File: config.mk
export PLATFORM = sky130hd
export DESIGN_NAME = led_pattern_gen
export DESIGN_NICKNAME = d
export VERILOG_FILES = /design/src/rtl/led_pattern_gen.sv
export SDC_FILE = /design/constraint.sdc
export NUM_CORES = 1
export LEC_CHECK = 0
export ABC_AREA = 1
export BUFFER_PORTS_ARGS = -buffer_cell sky130_fd_sc_hd__buf_2
export CORE_ASPECT_RATIO = 1.75
export CORE_MARGIN = 2
export CORE_UTILIZATION = 30
export CTS_CLUSTER_DIAMETER = 100
export DETAILED_ROUTE_END_ITERATION = 8
export HOLD_SLACK_MARGIN = 0.08
export PLACE_DENSITY = 0.51
export SLEW_MARGIN = 20
export SYNTH_ARGS = -nofsm -noshare
export SYNTH_HDL_FRONTEND = slang
export SYNTH_SLANG_ARGS = --single-unit
File: constraint.sdc
create_clock -name clk -period 1.4 [get_ports clk]
set_input_delay 0.28 -clock clk [delete_from_list [all_inputs] [get_ports clk]]
set_output_delay 0.28 -clock clk [all_outputs]
set_load 0.01 [all_outputs]
File: src/rtl/led_pattern_gen.sv
// LED pattern generator: rotate-left/right, bounce and binary count with a tick prescaler.
// Optional `LED_INVERT_EN drives the led port active-low (bitwise inverse of the pattern).
module led_pattern_gen #(
    parameter int N_LED    = 4,
    parameter int TICK_DIV = 25000000,
    parameter int CNT_W    = 25
) (
    input  logic             clk,
    input  logic             res,
    input  logic             en,
    input  logic [1:0]       mode,
    input  logic [1:0]       speed,
    output logic [N_LED-1:0] led,
    output logic             step_pulse
);

    typedef enum logic {DIR_L, DIR_R} dir_e;

    logic [CNT_W-1:0] presc_q, presc_d;
    logic [2:0]       stepc_q, stepc_d;
    logic [N_LED-1:0] led_q, led_d, led_nxt;
    dir_e             dir_q, dir_d, dir_nxt;
    logic [1:0]       mode_q, mode_d;
    logic             pulse_q, pulse_d;
    logic             tick, step, mode_chg;
    logic [3:0]       step_lim;

    assign mode_chg = (mode != mode_q);
    assign tick     = en && (presc_q == CNT_W'(TICK_DIV - 1));
    assign step_lim = (4'd1 << speed) - 4'd1;
    // >= so a live decrease of speed below the current count steps on the next tick
    assign step     = tick && ({1'b0, stepc_q} >= step_lim);

    always_comb begin
        led_nxt = led_q;
        dir_nxt = dir_q;
        case (mode_q)
            2'b00: led_nxt = {led_q[N_LED-2:0], led_q[N_LED-1]};
            2'b01: led_nxt = {led_q[0], led_q[N_LED-1:1]};
            2'b10: begin
                if (dir_q == DIR_L) begin
                    if (led_q[N_LED-1]) begin
                        led_nxt = led_q >> 1;
                        dir_nxt = DIR_R;
                    end else begin
                        led_nxt = led_q << 1;
                    end
                end else begin
                    if (led_q[0]) begin
                        led_nxt = led_q << 1;
                        dir_nxt = DIR_L;
                    end else begin
                        led_nxt = led_q >> 1;
                    end
                end
            end
            default: led_nxt = led_q + N_LED'(1);
        endcase
    end

    always_comb begin
        presc_d = presc_q;
        stepc_d = stepc_q;
        led_d   = led_q;
        dir_d   = dir_q;
        mode_d  = mode_q;
        pulse_d = 1'b0;
        if (mode_chg) begin
            mode_d  = mode;
            led_d   = N_LED'(1);
            dir_d   = DIR_L;
            presc_d = '0;
            stepc_d = '0;
        end else if (en) begin
            presc_d = tick ? '0 : presc_q + CNT_W'(1);
            if (step) begin
                stepc_d = '0;
                led_d   = led_nxt;
                dir_d   = dir_nxt;
                pulse_d = 1'b1;
            end else if (tick) begin
                stepc_d = stepc_q + 3'd1;
            end
        end
    end

    always_ff @(posedge clk or negedge res) begin
        if (!res) begin
            presc_q <= '0;
            stepc_q <= '0;
            led_q   <= N_LED'(1);
            dir_q   <= DIR_L;
            mode_q  <= 2'b00;
            pulse_q <= 1'b0;
        end else begin
            presc_q <= presc_d;
            stepc_q <= stepc_d;
            led_q   <= led_d;
            dir_q   <= dir_d;
            mode_q  <= mode_d;
            pulse_q <= pulse_d;
        end
    end

`ifdef LED_INVERT_EN
    assign led = ~led_q;
`else
    assign led = led_q;
`endif
    assign step_pulse = pulse_q;

endmodule

Word level (Yosys, flattened, before mapping)
Index checks and enable logic that the tools add are counted.
{"block": "word_totals", "regBits": 36, "inputBits": 7, "out_inout_bits": 5, "word_cells": 50}
{"block": "classes", "add_sub_neg": 4, "magnitude_cmp": 1, "eq_ne": 4, "n_shift": 1, "muxes": 24, "reduce_logical": 10}
{"operator": "2-to-1 mux 25 bit", "n": 3}
{"operator": "adder 25 x 1 -> 25 bit, second input constant", "n": 1}
{"operator": "== test 25 bit, second input constant", "n": 1}
{"operator": "2-to-1 mux 4 bit", "n": 6}
{"operator": "2-to-1 mux 3 bit", "n": 4}
{"operator": "case mux 4 bit (3 select lines)", "n": 1}
{"operator": "2-to-1 mux 1 bit", "n": 10}
{"operator": "nonzero test 2 bit", "n": 3}
{"operator": "adder 4 x 1 -> 4 bit, second input constant", "n": 1}
{"operator": ">= comparator 3 x 4 -> 1 bit", "n": 1}
{"operator": "AND reduction 2 bit", "n": 2}
{"operator": "left shift 1 x 2 -> 4 bit, first input constant", "n": 1}
{"operator": "subtractor 4 x 1 -> 4 bit, second input constant", "n": 1}
{"operator": "adder 3 x 1 -> 3 bit, second input constant", "n": 1}
{"operator": "AND reduction 3 bit", "n": 1}
{"operator": "nonzero test 3 bit", "n": 1}
{"operator": "== test 2 x 1 -> 1 bit, second input constant", "n": 1}
{"operator": "== test 2 bit, second input constant", "n": 1}
{"operator": "logical AND 1 bit", "n": 2}
{"operator": "logical NOT 2 bit", "n": 1}
{"operator": "!= test 2 bit", "n": 1}

Longest topological paths before layout
Gate-level depths: netlist of run 1.
{"block": "logic_depth", "word_depth": 7, "mapped_depth": 12, "ltp_nobuf": 11}

Worst setup path after synthesis of run 1
No wires, ideal clock.
{"block": "synth_path", "kind": "in2reg", "start": "in speed[0]", "end": "reg led_q[1], in the netlist led[1]", "t_arrival_ns": 1.346, "required_ns": 1.283, "path_slack_ns": -0.063, "cell_stages": 10, "n_path_buf": 0, "cell_sequence": "or2_2 ha_1 o21bai_1 nand2_1 nand3_1 nand3_1 nand2_2 inv_1 nand2_1 nand2_1"}
{"block": "synth_between", "elab_chain_cells": 6}
{"element": "start: declaration", "line_no": "12", "text": "input logic [1:0] speed,"}
{"element": "left shift 1 x 2 -> 4 bit", "line_no": "30", "text": "assign step_lim = (4'd1 << speed) - 4'd1;"}
{"element": "subtractor 4 x 1 -> 4 bit", "line_no": "30"}
{"element": ">= comparator 3 x 4 -> 1 bit", "line_no": "32", "text": "assign step = tick && ({1'b0, stepc_q} >= step_lim);"}
{"element": "logical AND 1 bit", "line_no": "32"}
{"element": "nonzero test 2 bit (no line)"}
{"element": "AND reduction 2 bit (no line)"}
{"element": "end signal: assignment", "line_no": "98", "text": "led_q <= led_d;"}
{"element": "end: declaration", "line_no": "21", "text": "logic [N_LED-1:0] led_q, led_d, led_nxt;"}
Every way passes these cells.
A chain may end at the register's enable or synchronous reset.

Final worst setup path of run 1
{"block": "layout_path", "start": "reg presc_q[1]", "end": "reg presc_q[23]"}
{"block": "layout_between", "elab_chain_cells": 5, "word_cells_on_any_way": 6, "cone_classes": "add/sub: 1; eq/ne: 1; mux: 3; reduce/logical: 1"}
{"element": "start: declaration", "line_no": "19", "text": "logic [CNT_W-1:0] presc_q, presc_d;"}
{"element": "start signal: assignment", "line_no": "96", "text": "presc_q <= presc_d;"}
{"element": "parallel branches: the longest is 2 deep, another holds adder 25 x 1 -> 25 bit"}
{"element": "2-to-1 mux 25 bit *", "line_no": "75", "text": "presc_d = tick ? '0 : presc_q + CNT_W'(1);"}
{"element": "2-to-1 mux 25 bit *", "line_no": "74", "text": "end else if (en) begin"}
{"element": "2-to-1 mux 25 bit *", "line_no": "68", "text": "if (mode_chg) begin"}
Mark *: on every way between the ends. The select of a mux whose other input is x is not followed.

==> metrics.sh, run 1 <==
FLOORPLAN.DIE.HEIGHT_UM=124
FINAL.PERIOD_UTILIZATION_PCT=108
FINISH.INSTANCE_AREA_UM2=3690
TIMING.FINAL.MAX_SLEW_VIOLATIONS=0
PLACE.DETAILED.HPWL_UM=5780
FINALNETCOUNT=464
CTS-ROOT-BUF='clkbuf_16'
FILL_COUNT=780
SYNTH_TOP_FAMILY_BY_AREA='simple AND/OR/NAND/NOR gates'
CLASS_OF_THE_WORST_HOLD_PATH='input port to flop'
ANTENNA_FOUND_INITIAL=0
HTREE_DEPTH=2
CTS_INSERTED_BUFFERS=5
REGISTER_TO_REGISTER_SETUP_SLACK_NS=-0.12
SYNTH_SIMPLE_GATE_AREA_SHARE_PCT=40.1
TIMING.CRITICAL_PATH.REQUIRED_NS=1.61
SYNTH_ENABLE_FLOP_CELLS=0
WORST-PATH-MAX-FANOUT=5
YOSYS_MOST_USED_DFF='dfrtp_1'
GRT_SETUP_UNREPAIRED='yes'
VDD.IR_DROP.WORST_mV=0.555
ROUTED_WL_UM=7420
MAXCLOCKFREQUENCY_MHz=659
PLACE.PORT_BUFFERS=11
NUM_ANTENNA_CELLS=0
SLEW_HEADROOM_PCT=73.3
DETAIL-ROUTE-ANTENNA-NETS=0
P_TOTAL_mW=2.60
TIMING_WORST_SLEW_PIN_VALUE_NS=0.400
SYNTHESIZED_NETS=373
CLKTRANSATPATHREGS_NS=0.06
R2R_START='presc_q[1]$_DFFE_PN0P_'
CORE_AREA_UM2=7910
MULTI_INPUT_COMB_AREA_UM2=1600
SYNTHADDERAREAFRAC_PCT=3.57
SYNTH_COMPOUND_GATE_AREA_SHARE_PCT=8.27
CRIT_PATH_START_KIND='flop'
WORSTHOLDPATHCELLS=1
SETUP-TNS-FINAL_NS=-1.69
PLACED_AREA_UM2=3150
GRTUSAGETOTAL_PCT=17.8
DIE_AREA_UM2=8940
POSTSYNTH.ASYNCRESETSHARE_PCT=100
GP_ROUTABILITY_CONGESTION=0.807
YOSYS-MUX-AREA-FRACTION_PCT=0
DRT_PRE_ANTENNA_ITERS=4
YOSYS.AREA_SHARE.XOR_XNOR_PCT=1.07
MIN_TO='mode_q[1]$_DFFE_PN0N_'
POWER_LEAKAGE_nW=1.70
FP-ROW-COUNT=43
SETUP_VIOL_COUNT_FINAL=30
POST-ROUTE-WORST-SETUP-SLACK_NS=-0.118
SYNTH_SEQ_CELLS=36
FINALHOLDVIOLCOUNT=0
VIOLATIONS_IN_THE_FINAL_REPORTS='negative setup slack'
GRT_START_MAX_NET_PINS=23
SEQCELLAREA_UM2=906
SYNTH_SEQ_AREA_SHARE_PCT=36.8
DIE-WIDTH_UM=72.3
SETUP.WORST_PATH.END_CLASS='flop'
AVERAGE_ROUTED_WIRE_PER_STANDARD_CELL_UM=13.7
I_O_PIN_TOTAL=12
GLOBAL_ROUTE_WIRE_LENGTH_BEFORE_REPAIR_UM=11900
MAX_CAP_VIOL_COUNT=0
YOSYS_WARNINGS=0
SYNTHESIS.INSTANCES=359
CLOCK_TREE_BUF_DEPTH=2
GLOBAL_ROUTE.OVERFLOW_TOTAL=0
WORSTHOLDSTART='mode[1]'
STATUS='finished, violations left'
PERIOD_NEEDED_NS=1.52
VIASPERCELL=4.78
FINAL_COMMON_CELL='nand2_1'
GRT_PASS1_VIAS=2555
POST_SYNTH_DESIGN_CELL_AREA_UM2=2450
CLOCK_SKEW_NS=0.00781
VIA_COUNT=2587
TRITONCTS='yes'
POST_SYNTH.CELL_AREA_AVG_UM2=6.83
WORSTPATHARRIVAL_NS=1.73
CLK-INSERTION-DELAY-LATE_NS=0.29
LAYOUT-DRIVE-GT1-SHARE_PCT=39.9
TIMING.RR.END='presc_q[23]$_DFFE_PN0P_'
AREA_GROWTH_SYN_TO_LAYOUT_PCT=50.7
CLOCK_SINK_COUNT=36
SETUP.WORST_PATH.CLASS='flop to flop'
START_UTIL_PCT=31.0
DETAILEDROUTE.FIRSTITERATIONVIOLATIONS=78
NUMBER_OF_CELLS_ON_THE_WORST_REG_TO_REG_PATH=11
DETAIL_ROUTE.DRC_VIOLATIONS=0
CELLPOWERDENSITY_nW_PER_UM2=704
LAYOUT.CELLS.MOST_COMMON_LIST='83 x nand2_1, 67 x buf_4, 41 x inv_1'
SYNTHDISTINCTLIBCELLS=33
## state kept, by name (all words and copies together) (netlist names)
register,flops
mode_q,2
stepc_q,3
step_pulse,1
led,4
dir_q,1
presc_q,25
## where the power goes
group          internal, mW  total [mW]  switching, mW
logic                 0.134       0.331          0.197
clock network         0.758        1.19          0.435
registers              1.06        1.08         0.0207
total                  1.95        2.60          0.652
## layer usage
layer / GRT usage (%) / vias to the layer above / routed length, um
met2: 36.4 / 37 / 4450
met1: 16.6 / 1213 / 2620
li1: - / 1323 / -
met3: 2.35 / 14 / 161
met5: 0 / - / 0
met4: 7.90 / 0 / 193
## cells by family after synthesis
group,after synthesis
and+or+nand+nor,216
buffers and inverters,59
AOI/OAI and AO/OA,38
DFF,36
adders and majority gates,7
xor gates and xnor gates,3
## cell usage after synthesis (3+ instances only)
| cell type | count | share of area [%] |
|---|---|---|
| ha_1 | 7 | 3.6 |
| nor3_1 | 7 | 1.4 |
| nor2_2 | 5 | 1.3 |
| o21ai_0 | 19 | 3.9 |
| nand3_1 | 24 | 4.9 |
| dfrtp_1 | 35 | 36 |
| a21oi_1 | 12 | 2.4 |
| nand2_1 | 100 | 15 |
| nand3_4 | 3 | 2.1 |
| nand2_2 | 4 | 1.0 |
| xor2_1 | 3 | 1.1 |
| nor2_1 | 52 | 8.0 |
| inv_1 | 47 | 7.2 |
| nand4_1 | 10 | 2.6 |
| inv_2 | 5 | 0.77 |
## worst max path at each step
stage                      startpoint                       to  slack (ns)  depth (start not counted)
2_1_floorplan  stepc_q[1]$_DFFE_PN0P_        dir_q$_DFFE_PN0P_       -0.03                         10
3_3_place_gp                 speed[0]       led[1]$_DFFE_PN0P_       -0.20                         10
3_5_place_dp                 speed[0]        dir_q$_DFFE_PN0P_       -0.24                         11
4_1_cts        presc_q[0]$_DFFE_PN0P_  presc_q[18]$_DFFE_PN0P_       -0.11                         11
5_1_grt        presc_q[1]$_DFFE_PN0P_  presc_q[23]$_DFFE_PN0P_       -0.19                         11
6_report       presc_q[1]$_DFFE_PN0P_  presc_q[23]$_DFFE_PN0P_       -0.12                         11
## critical path, cell delays in order, from the launching register on
cell and delay [ns]:
dfrtp_1 0.39, ha_2 0.20, nand3_2 0.09, inv_2 0.06, nand2_2 0.08, nor2_4 0.04
nand2_2 0.07, nand2_4 0.09, buf_12 0.14, nor2_4 0.14, nand2_1 0.07, o21ai_1 0.08
## cell type report
type	count	share of cell area (%)
multi-input cells	265	43.4
flip-flops and latches	36	24.5
repair buffers	89	19.3
inverters	53	5.52
clock buffers	8	4.23
well taps	90	3.05
## stage by stage
| stage | instances | setup slack [ns] | util [%] | hold WS, ns |
|---|---|---|---|---|
| 3_3_place_gp | 526 | -0.199 | 39.9 | 0.223 |
| 3_5_place_dp | 526 | -0.241 | 39.9 | 0.233 |
| 6_report | 541 | -0.118 | 46.7 | 0.126 |
| 2_1_floorplan | 359 | -0.0284 | - | -0.0156 |
| 4_1_cts | 538 | -0.111 | 43.8 | 0.123 |
| 5_1_grt | 541 | -0.191 | 46.7 | 0.123 |
## repair_timing
item | in CTS | in global routing
buffers inserted | 2 | 3
hold buffers | 1 | 0
setup endpoints to repair | 33 | 35
gates cloned | 1 | 0
pin swaps | 14 | 28
resized for setup | 39 | 60
endpoints found under the hold margin | 14 | 0
Note: power is estimated with default switching activity, not from simulation.
==> run 2, diff against run 1 <==
PLACE_DENSITY = 0.5   (was 0.51)
SKIP_CTS_REPAIR_TIMING = 1   (was not set)
clock period = 1.9 ns   (was 1.4 ns; I/O delays follow)
==> run 2 against run 1 <==
Against the previous run:
- critical path depth stayed put
- first-iteration DRC count grew 31%
- clock skew decreased by 0.0019 ns
- global-route usage down 1.3 points
- non-clock buffer count is 69 lower
- the run now ends clean
- worst hold slack better by 0.017 ns
- utilization is 11 points lower
- cell area down 24%
- combinational power down 51%
- critical path type unchanged
- clock power is 27% lower
- routed wire length is 11% lower
==> metrics.sh, run 2 (synthesis gave the netlist of run 1 again) <==
STATUS='finished clean'  # was finished, violations left
CLOCK_SKEW_NS=0.00587  # was 0.00781 ns
SETUP-TNS-FINAL_NS=0  # was -1.69 ns
PERIOD_NEEDED_NS=1.68  # was 1.52 ns
ROUTED_WL_UM=6580  # was 7420 um
GP_ROUTABILITY_CONGESTION=0.874  # was 0.807
SETUP_VIOL_COUNT_FINAL=0  # was 30
WORSTPATHCELLLIST='ha_1 -> nand3_1 -> inv_1 -> nand2_1 -> nor2_1 -> nand2_1 -> nand2_2 -> buf_4 -> nand3_1 -> nand2_1 -> nor2_1'  # was ha_2 -> nand3_2 -> inv_2 -> nand2_2 -> nor2_4 -> nand2_2 -> nand2_4 -> buf_12 -> nor2_4 -> nand2_1 -> o21ai_1
CELLPOWERDENSITY_nW_PER_UM2=656  # was 704 nW/um2
CORE_AREA_UM2=7910  # unchanged
FINAL_CELLS=471  # was 541
CRIT_PATH_TOP_DELAY_CELL='dfrtp_1'  # unchanged
PLACED_CELLS_INCL_TAPS=463  # was 526
CLKTRANSATPATHREGS_NS=0.06  # about the same
CRITICAL_PATH.MOST_COMMON_CELL='nand2_1'
VDD.IR_DROP.WORST_mV=0.453  # was 0.555 mV
TRITONCTS='yes'  # unchanged
TIMING.CRITICAL_PATH.REQUIRED_NS=2.07  # was 1.61 ns
WORST_HOLD_MARGIN_NS=0.143  # was 0.126 ns
FILL_COUNT=846  # was 780
DRT_PRE_ANTENNA_ITERS=4  # unchanged
DIE-WIDTH_UM=72.3  # unchanged
FINALNETCOUNT=394  # was 464
FINALHOLDVIOLCOUNT=0  # unchanged
GRT_START_MAX_NET_PINS=37  # was 23
SEQCELLAREA_UM2=902  # was 906 um2
TIMING.FINAL.MAX_SLEW_VIOLATIONS=0  # unchanged
FINISH.INSTANCE_AREA_UM2=2800  # was 3690 um2
CTS-ROOT-BUF='clkbuf_16'  # unchanged
FP-ROW-COUNT=43  # unchanged
CLOCK_SINK_COUNT=36  # unchanged
VIA_COUNT=2283  # was 2587
FINAL.PERIOD_UTILIZATION_PCT=88.2  # was 108%
SLEW_HEADROOM_PCT=67.9  # was 73.3%
FINAL_COMMON_CELL='nand2_1'  # unchanged
CRIT_PATH_START_KIND='flop'  # unchanged
DETAIL_ROUTE.DRC_VIOLATIONS=0  # unchanged
DIE_AREA_UM2=8940  # unchanged
TIMING_WORST_SLEW_PIN_VALUE_NS=0.482  # was 0.400 ns
ANTENNA_FOUND_INITIAL=0  # unchanged
HTREE_DEPTH=2  # unchanged
NUM_ANTENNA_CELLS=0  # unchanged
MAX_CAP_VIOL_COUNT=0  # unchanged
CLASS_OF_THE_WORST_HOLD_PATH='input port to async pin'  # was input port to flop
WORST-PATH-BUF-INV=2  # unchanged
REGISTERS.TOP_BY_FF_COUNT='presc_q'  # unchanged
PLACED_AREA_UM2=2640  # was 3150 um2
POWER_LEAKAGE_nW=1.30  # was 1.70 nW
PLACE.DETAILED.HPWL_UM=5200  # was 5780 um
PLACE.PORT_BUFFERS=11  # unchanged
SETUP.WORST_PATH.END_CLASS='flop'  # unchanged
LARGEST_REGISTER_FFS=25  # unchanged
FIN_UTIL_PCT=35.3  # was 46.7%
GRTUSAGETOTAL_PCT=16.5  # was 17.8%
START_UTIL_PCT=31.0  # unchanged
CRIT_FAMILY='simple AND/OR/NAND/NOR gates'  # unchanged
AVERAGE_ROUTED_WIRE_PER_STANDARD_CELL_UM=14.0  # was 13.7 um
CRITICAL-PATH-MAX-STAGE-DELAY_NS=0.37  # was 0.39 ns
MAXCLOCKFREQUENCY_MHz=596  # was 659 MHz
WORSTPATHARRIVAL_NS=1.85  # was 1.73 ns
FLOORPLAN.DIE.HEIGHT_UM=124  # unchanged
GLOBAL_ROUTE.OVERFLOW_TOTAL=0  # unchanged
WORST-PATH-MAX-FANOUT=5  # unchanged
GRT_PASS1_VIAS=2304  # was 2555
LAYOUT.CELLS.MOST_COMMON_LIST='100 x nand2_1, 52 x nor2_1, 47 x inv_1'  # was 83 x nand2_1, 67 x buf_4, 41 x inv_1
CTS_INSERTED_BUFFERS=5  # unchanged
MULTI_INPUT_COMB_AREA_UM2=1300  # was 1600 um2
SETUP.WORST_PATH.CLASS='flop to flop'  # unchanged
DETAIL-ROUTE-ANTENNA-NETS=0  # unchanged
CLOCK_TREE_BUF_DEPTH=2  # unchanged
VIASPERCELL=4.85  # was 4.78
CLK-INSERTION-DELAY-LATE_NS=0.28  # was 0.29 ns
I_O_PIN_TOTAL=12  # unchanged
LAYOUT-DRIVE-GT1-SHARE_PCT=13.4  # was 39.9%
GLOBAL_ROUTE_WIRE_LENGTH_BEFORE_REPAIR_UM=11100  # was 11900 um
DETAILEDROUTE.FIRSTITERATIONVIOLATIONS=102  # was 78
GRT_SETUP_UNREPAIRED='no'  # was yes
AREA_GROWTH_SYN_TO_LAYOUT_PCT=14.0  # was 50.7%
-- run 2: path summary, 6_finish.rpt --
| check | startpoint | to | slack (ns) | cells past startpoint |
|---|---|---|---|---|
| hold reg to reg | presc_q[1]$_DFFE_PN0P_ | presc_q[1]$_DFFE_PN0P_ | 0.51 | 2 |
| hold / removal | res | presc_q[24]$_DFFE_PN0P_ | 0.14 | 2 |
| max in group asynchronous | res | led[0]$_DFFE_PN1P_ | 1.40 | 2 |
| setup reg to reg | presc_q[1]$_DFFE_PN0P_ | stepc_q[2]$_DFFE_PN0P_ | 0.22 | 11 |
| min in group clk | mode[1] | mode_q[1]$_DFFE_PN0N_ | 0.23 | 1 |
| setup / recovery | presc_q[1]$_DFFE_PN0P_ | stepc_q[2]$_DFFE_PN0P_ | 0.22 | 11 |
-- run 2: power breakdown --
group | total, mW | switching (mW) | internal (mW)
registers | 0.798 | 0.0185 | 0.779
clock network | 0.874 | 0.315 | 0.559
logic | 0.161 | 0.111 | 0.0504
total | 1.83 | 0.444 | 1.39
-- run 2: cell type report --
class                      instances  area share (%)
tap                               90            4.03
clock buffer                       8            5.60
sequential                        36            32.3
timing repair buffer              20            4.39
multi-input combinational        264            46.5
inverter                          53            7.21
-- run 2: through the flow --
step,worst slack (ns),power (mW)
finish,0.223,1.83
global route,0.0182,1.93
CTS,0.183,1.87
detailed placement,0.105,0.977
global placement,0.145,0.975
floorplan,0.337,0.911
-- run 2: routing by layer --
layer  wire length (um)  track usage (%)
met2               3710             31.9
met1               2410             16.0
met3                194             3.07
met4                258             8.49
met5                  0                0
-- run 2: worst reg2reg max path: cells and delay by family (launching register included) --
kind                     cells  cell delay, ns
flip-flops                   1            0.37
buffers and inverters        2            0.26
AND/OR/NAND/NOR              8            0.76
adder cells (fa/ha/maj)      1            0.18
==> run 3, diff against run 2 <==
BUFFER_PORTS_ARGS = -buffer_cell sky130_fd_sc_hd__buf_4   (was -buffer_cell sky130_fd_sc_hd__buf_2)
CORE_UTILIZATION = 66   (was 30)
PLACE_DENSITY = 0.9   (was 0.5)
==> run 3 against run 2 <==
Against the previous run:
- worst hold slack better by 0.065 ns
- largest power group is now registers
- via count grew 3.9%
- register-to-register slack got worse by 0.05 ns
- clock power down 35%
- sequential power about the same
- largest cell class unchanged
- global-route usage up 14 points
==> metrics.sh, run 3 (synthesis gave the netlist of run 1 again) <==
MAX_CAP_VIOL_COUNT=0  # unchanged
CLK-INSERTION-DELAY-LATE_NS=0.29  # was 0.28 ns
DIE_AREA_UM2=4240  # was 8940 um2
FLOORPLAN.DIE.HEIGHT_UM=84.6  # was 124 um
FINALNETCOUNT=389  # was 394
FINAL.PERIOD_UTILIZATION_PCT=90.9  # was 88.2%
GRT_SETUP_UNREPAIRED='no'  # unchanged
MIN_TO='mode_q[0]$_DFFE_PN0N_'
PERIOD_NEEDED_NS=1.73  # was 1.68 ns
PLACE.PORT_BUFFERS=11  # unchanged
DETAIL-ROUTE-ANTENNA-NETS=0  # unchanged
WORSTHOLDSTART='mode[0]'
GLOBAL_ROUTE.OVERFLOW_TOTAL=0  # unchanged
POWER_FRAC_SEQ_PCT=52.2  # was 43.5%
PLACED_AREA_UM2=2570  # was 2640 um2
MAXCLOCKFREQUENCY_MHz=579  # was 596 MHz
WORST-PATH-BUF-INV=2  # unchanged
POWER.SHARE.COMBINATIONAL_PCT=10.3  # was 8.8%
AREA_GROWTH_SYN_TO_LAYOUT_PCT=8.72  # was 14.0%
GRT_START_MAX_NET_PINS=37  # unchanged
GRTUSAGETOTAL_PCT=30.8  # was 16.5%
PLACED_CELLS_INCL_TAPS=413  # was 463
NUMBER_OF_CELLS_ON_THE_WORST_REG_TO_REG_PATH=10  # was 11
WORSTPATHARRIVAL_NS=1.90  # was 1.85 ns
CLASS_OF_THE_WORST_HOLD_PATH='input port to flop'  # was input port to async pin
SETUP.WORST_PATH.CLASS='flop to flop'  # unchanged
START_UTIL_PCT=68.3  # was 31.0%
WORST-PATH-MAX-FANOUT=11  # was 5
REGISTERS.TOP_BY_FF_COUNT='presc_q'  # unchanged
DRT_PRE_ANTENNA_ITERS=4  # unchanged
REGISTER_TO_REGISTER_SETUP_SLACK_NS=0.17  # was 0.22 ns
NUM_ANTENNA_CELLS=0  # unchanged
TIMING.CRITICAL_PATH.REQUIRED_NS=2.08  # was 2.07 ns
CLOCK_SKEW_NS=0.00389  # was 0.00587 ns
GP_ROUTABILITY_CONGESTION=0.975  # was 0.874
STATUS='finished clean'  # unchanged
LAYOUT.CELLS.MOST_COMMON_LIST='100 x nand2_1, 52 x nor2_1, 47 x inv_1'  # unchanged
P_CLK_SHARE_PCT=37.4  # was 47.7%
POST-ROUTE-WORST-SETUP-SLACK_NS=0.172  # was 0.223 ns
I_O_PIN_TOTAL=12  # unchanged
CTS_INSERTED_BUFFERS=5  # unchanged
GLOBAL_ROUTE_WIRE_LENGTH_BEFORE_REPAIR_UM=10100  # was 11100 um
AVERAGE_ROUTED_WIRE_PER_STANDARD_CELL_UM=14.0  # about the same
PLACE.DETAILED.HPWL_UM=4390  # was 5200 um
LARGEST_REGISTER_FFS=25  # unchanged
WORSTPATHCELLLIST='ha_1 -> nand3_1 -> inv_1 -> nand2_1 -> nor2_1 -> nand2_1 -> nand2_2 -> inv_2 -> o21ai_1 -> nor2_1'  # was ha_1 -> nand3_1 -> inv_1 -> nand2_1 -> nor2_1 -> nand2_1 -> nand2_2 -> buf_4 -> nand3_1 -> nand2_1 -> nor2_1
SETUP-TNS-FINAL_NS=0  # unchanged
FP-ROW-COUNT=29  # was 43
FIN_UTIL_PCT=74.2  # was 35.3%
CRIT_PATH_START_KIND='flop'  # unchanged
VIASPERCELL=5.62  # was 4.85
FINALHOLDVIOLCOUNT=0  # unchanged
DETAIL_ROUTE.DRC_VIOLATIONS=0  # unchanged
GRT_PASS1_VIAS=2369  # was 2304
POWER_SWITCHING_SHARE_PCT=26.2  # was 24.2%
TIMING.RR.END='presc_q[4]$_DFFE_PN0P_'  # was stepc_q[2]$_DFFE_PN0P_
DIE-WIDTH_UM=50.1  # was 72.3 um
VDD.IR_DROP.WORST_mV=0.501  # was 0.453 mV
DETAILEDROUTE.FIRSTITERATIONVIOLATIONS=80  # was 102
FINISH.INSTANCE_AREA_UM2=2670  # was 2800 um2
CRIT_PATH_TOP_DELAY_CELL='dfrtp_1'  # unchanged
CORE_AREA_UM2=3590  # was 7910 um2
TRITONCTS='yes'  # unchanged
FINAL_COMMON_CELL='nand2_1'  # unchanged
R2R_START='presc_q[1]$_DFFE_PN0P_'  # unchanged
TIMING.FINAL.MAX_SLEW_VIOLATIONS=0  # unchanged
FINAL_CELLS=422  # was 471
ANTENNA_FOUND_INITIAL=0  # unchanged
SETUP_VIOL_COUNT_FINAL=0  # unchanged
ROUTED_WL_UM=5910  # was 6580 um
TIMING_WORST_SLEW_PIN_VALUE_NS=0.476  # was 0.482 ns
CELLPOWERDENSITY_nW_PER_UM2=572  # was 656 nW/um2
POWER_SWITCHING_uW=400  # was 444 uW
HTREE_DEPTH=2  # unchanged
POWER_LEAKAGE_nW=1.25  # was 1.30 nW
SETUP.WORST_PATH.END_CLASS='flop'  # unchanged
CLKTRANSATPATHREGS_NS=0.07  # was 0.06 ns
CTS-ROOT-BUF='clkbuf_8'  # was clkbuf_16
LAYOUT-DRIVE-GT1-SHARE_PCT=11.7  # was 13.4%
PLACE_WORST_SETUP_SLACK_NS=0.0628  # was 0.105 ns
CRITICAL-PATH-MAX-STAGE-DELAY_NS=0.37  # about the same
CLOCK_TREE_BUF_DEPTH=2  # unchanged
VIA_COUNT=2372  # was 2283
WORSTHOLDPATHCELLS=1
CRIT_FAMILY='simple AND/OR/NAND/NOR gates'  # unchanged
CLOCK_SINK_COUNT=36  # unchanged
SLEW_HEADROOM_PCT=68.2  # was 67.9%
INTPOWER_mW=1.13  # was 1.39 mW
-- run 3: through the flow --
| step | power [mW] | hold slack, ns |
|---|---|---|
| 6_report | 1.53 | 0.208 |
| 5_1_grt | 1.59 | 0.207 |
| 4_1_cts | 1.53 | 0.0571 |
| 3_5_place_dp | 0.968 | 0.364 |
| 3_3_place_gp | 0.963 | 0.360 |
| 2_1_floorplan | 0.911 | 0.0844 |
-- run 3: worst max path at each step --
stage                           startpoint                endpoint  slack [ns]  cells after the start
finish              presc_q[1]$_DFFE_PN0P_  presc_q[4]$_DFFE_PN0P_        0.17                     10
global route        presc_q[1]$_DFFE_PN0P_  presc_q[4]$_DFFE_PN0P_        0.01                     10
CTS                 presc_q[1]$_DFFE_PN0P_  presc_q[4]$_DFFE_PN0P_        0.19                     10
detailed placement                speed[0]  stepc_q[2]$_DFFE_PN0P_        0.06                     11
global placement                  speed[0]      led[1]$_DFFE_PN0P_        0.15                     11
floorplan                         speed[0]      led[1]$_DFFE_PN0P_        0.34                     10
-- run 3: final cells by class --
class	instances	area (um2)
clock buffer	8	90.1
fill	284	926
inverter	53	201
multi-input combinational	264	1300
sequential	36	902
tap	46	57.6
timing repair buffer	15	115
-- run 3: power by group through the flow --
| stage | Clock (mW) | Sequential, mW | Combinational (mW) |
|---|---|---|---|
| 2_1_floorplan | 0 | 0.808 | 0.103 |
| 3_3_place_gp | 0 | 0.812 | 0.152 |
| 3_5_place_dp | 0 | 0.812 | 0.156 |
| 4_1_cts | 0.576 | 0.797 | 0.156 |
| 5_1_grt | 0.610 | 0.799 | 0.178 |
| 6_report | 0.571 | 0.797 | 0.158 |
-- run 3: layer usage --
layer | GRT usage, % | wire length [um] | vias to the layer above
met5 | 0 | 0 | -
met4 | 20.2 | 363 | 0
met3 | 4.63 | 232 | 34
met2 | 56.7 | 3160 | 73
met1 | 30.3 | 2160 | 1096
li1 | - | - | 1169
-- run 3: worst reg2reg max path: cells and delay by family (launching register included) --
kind / cells / cell delay, ns
buffers and inverters: 2 / 0.28
AOI/OAI and AO/OA: 1 / 0.10
and+or+nand+nor: 6 / 0.66
adders and majority gates: 1 / 0.22
DFF: 1 / 0.37
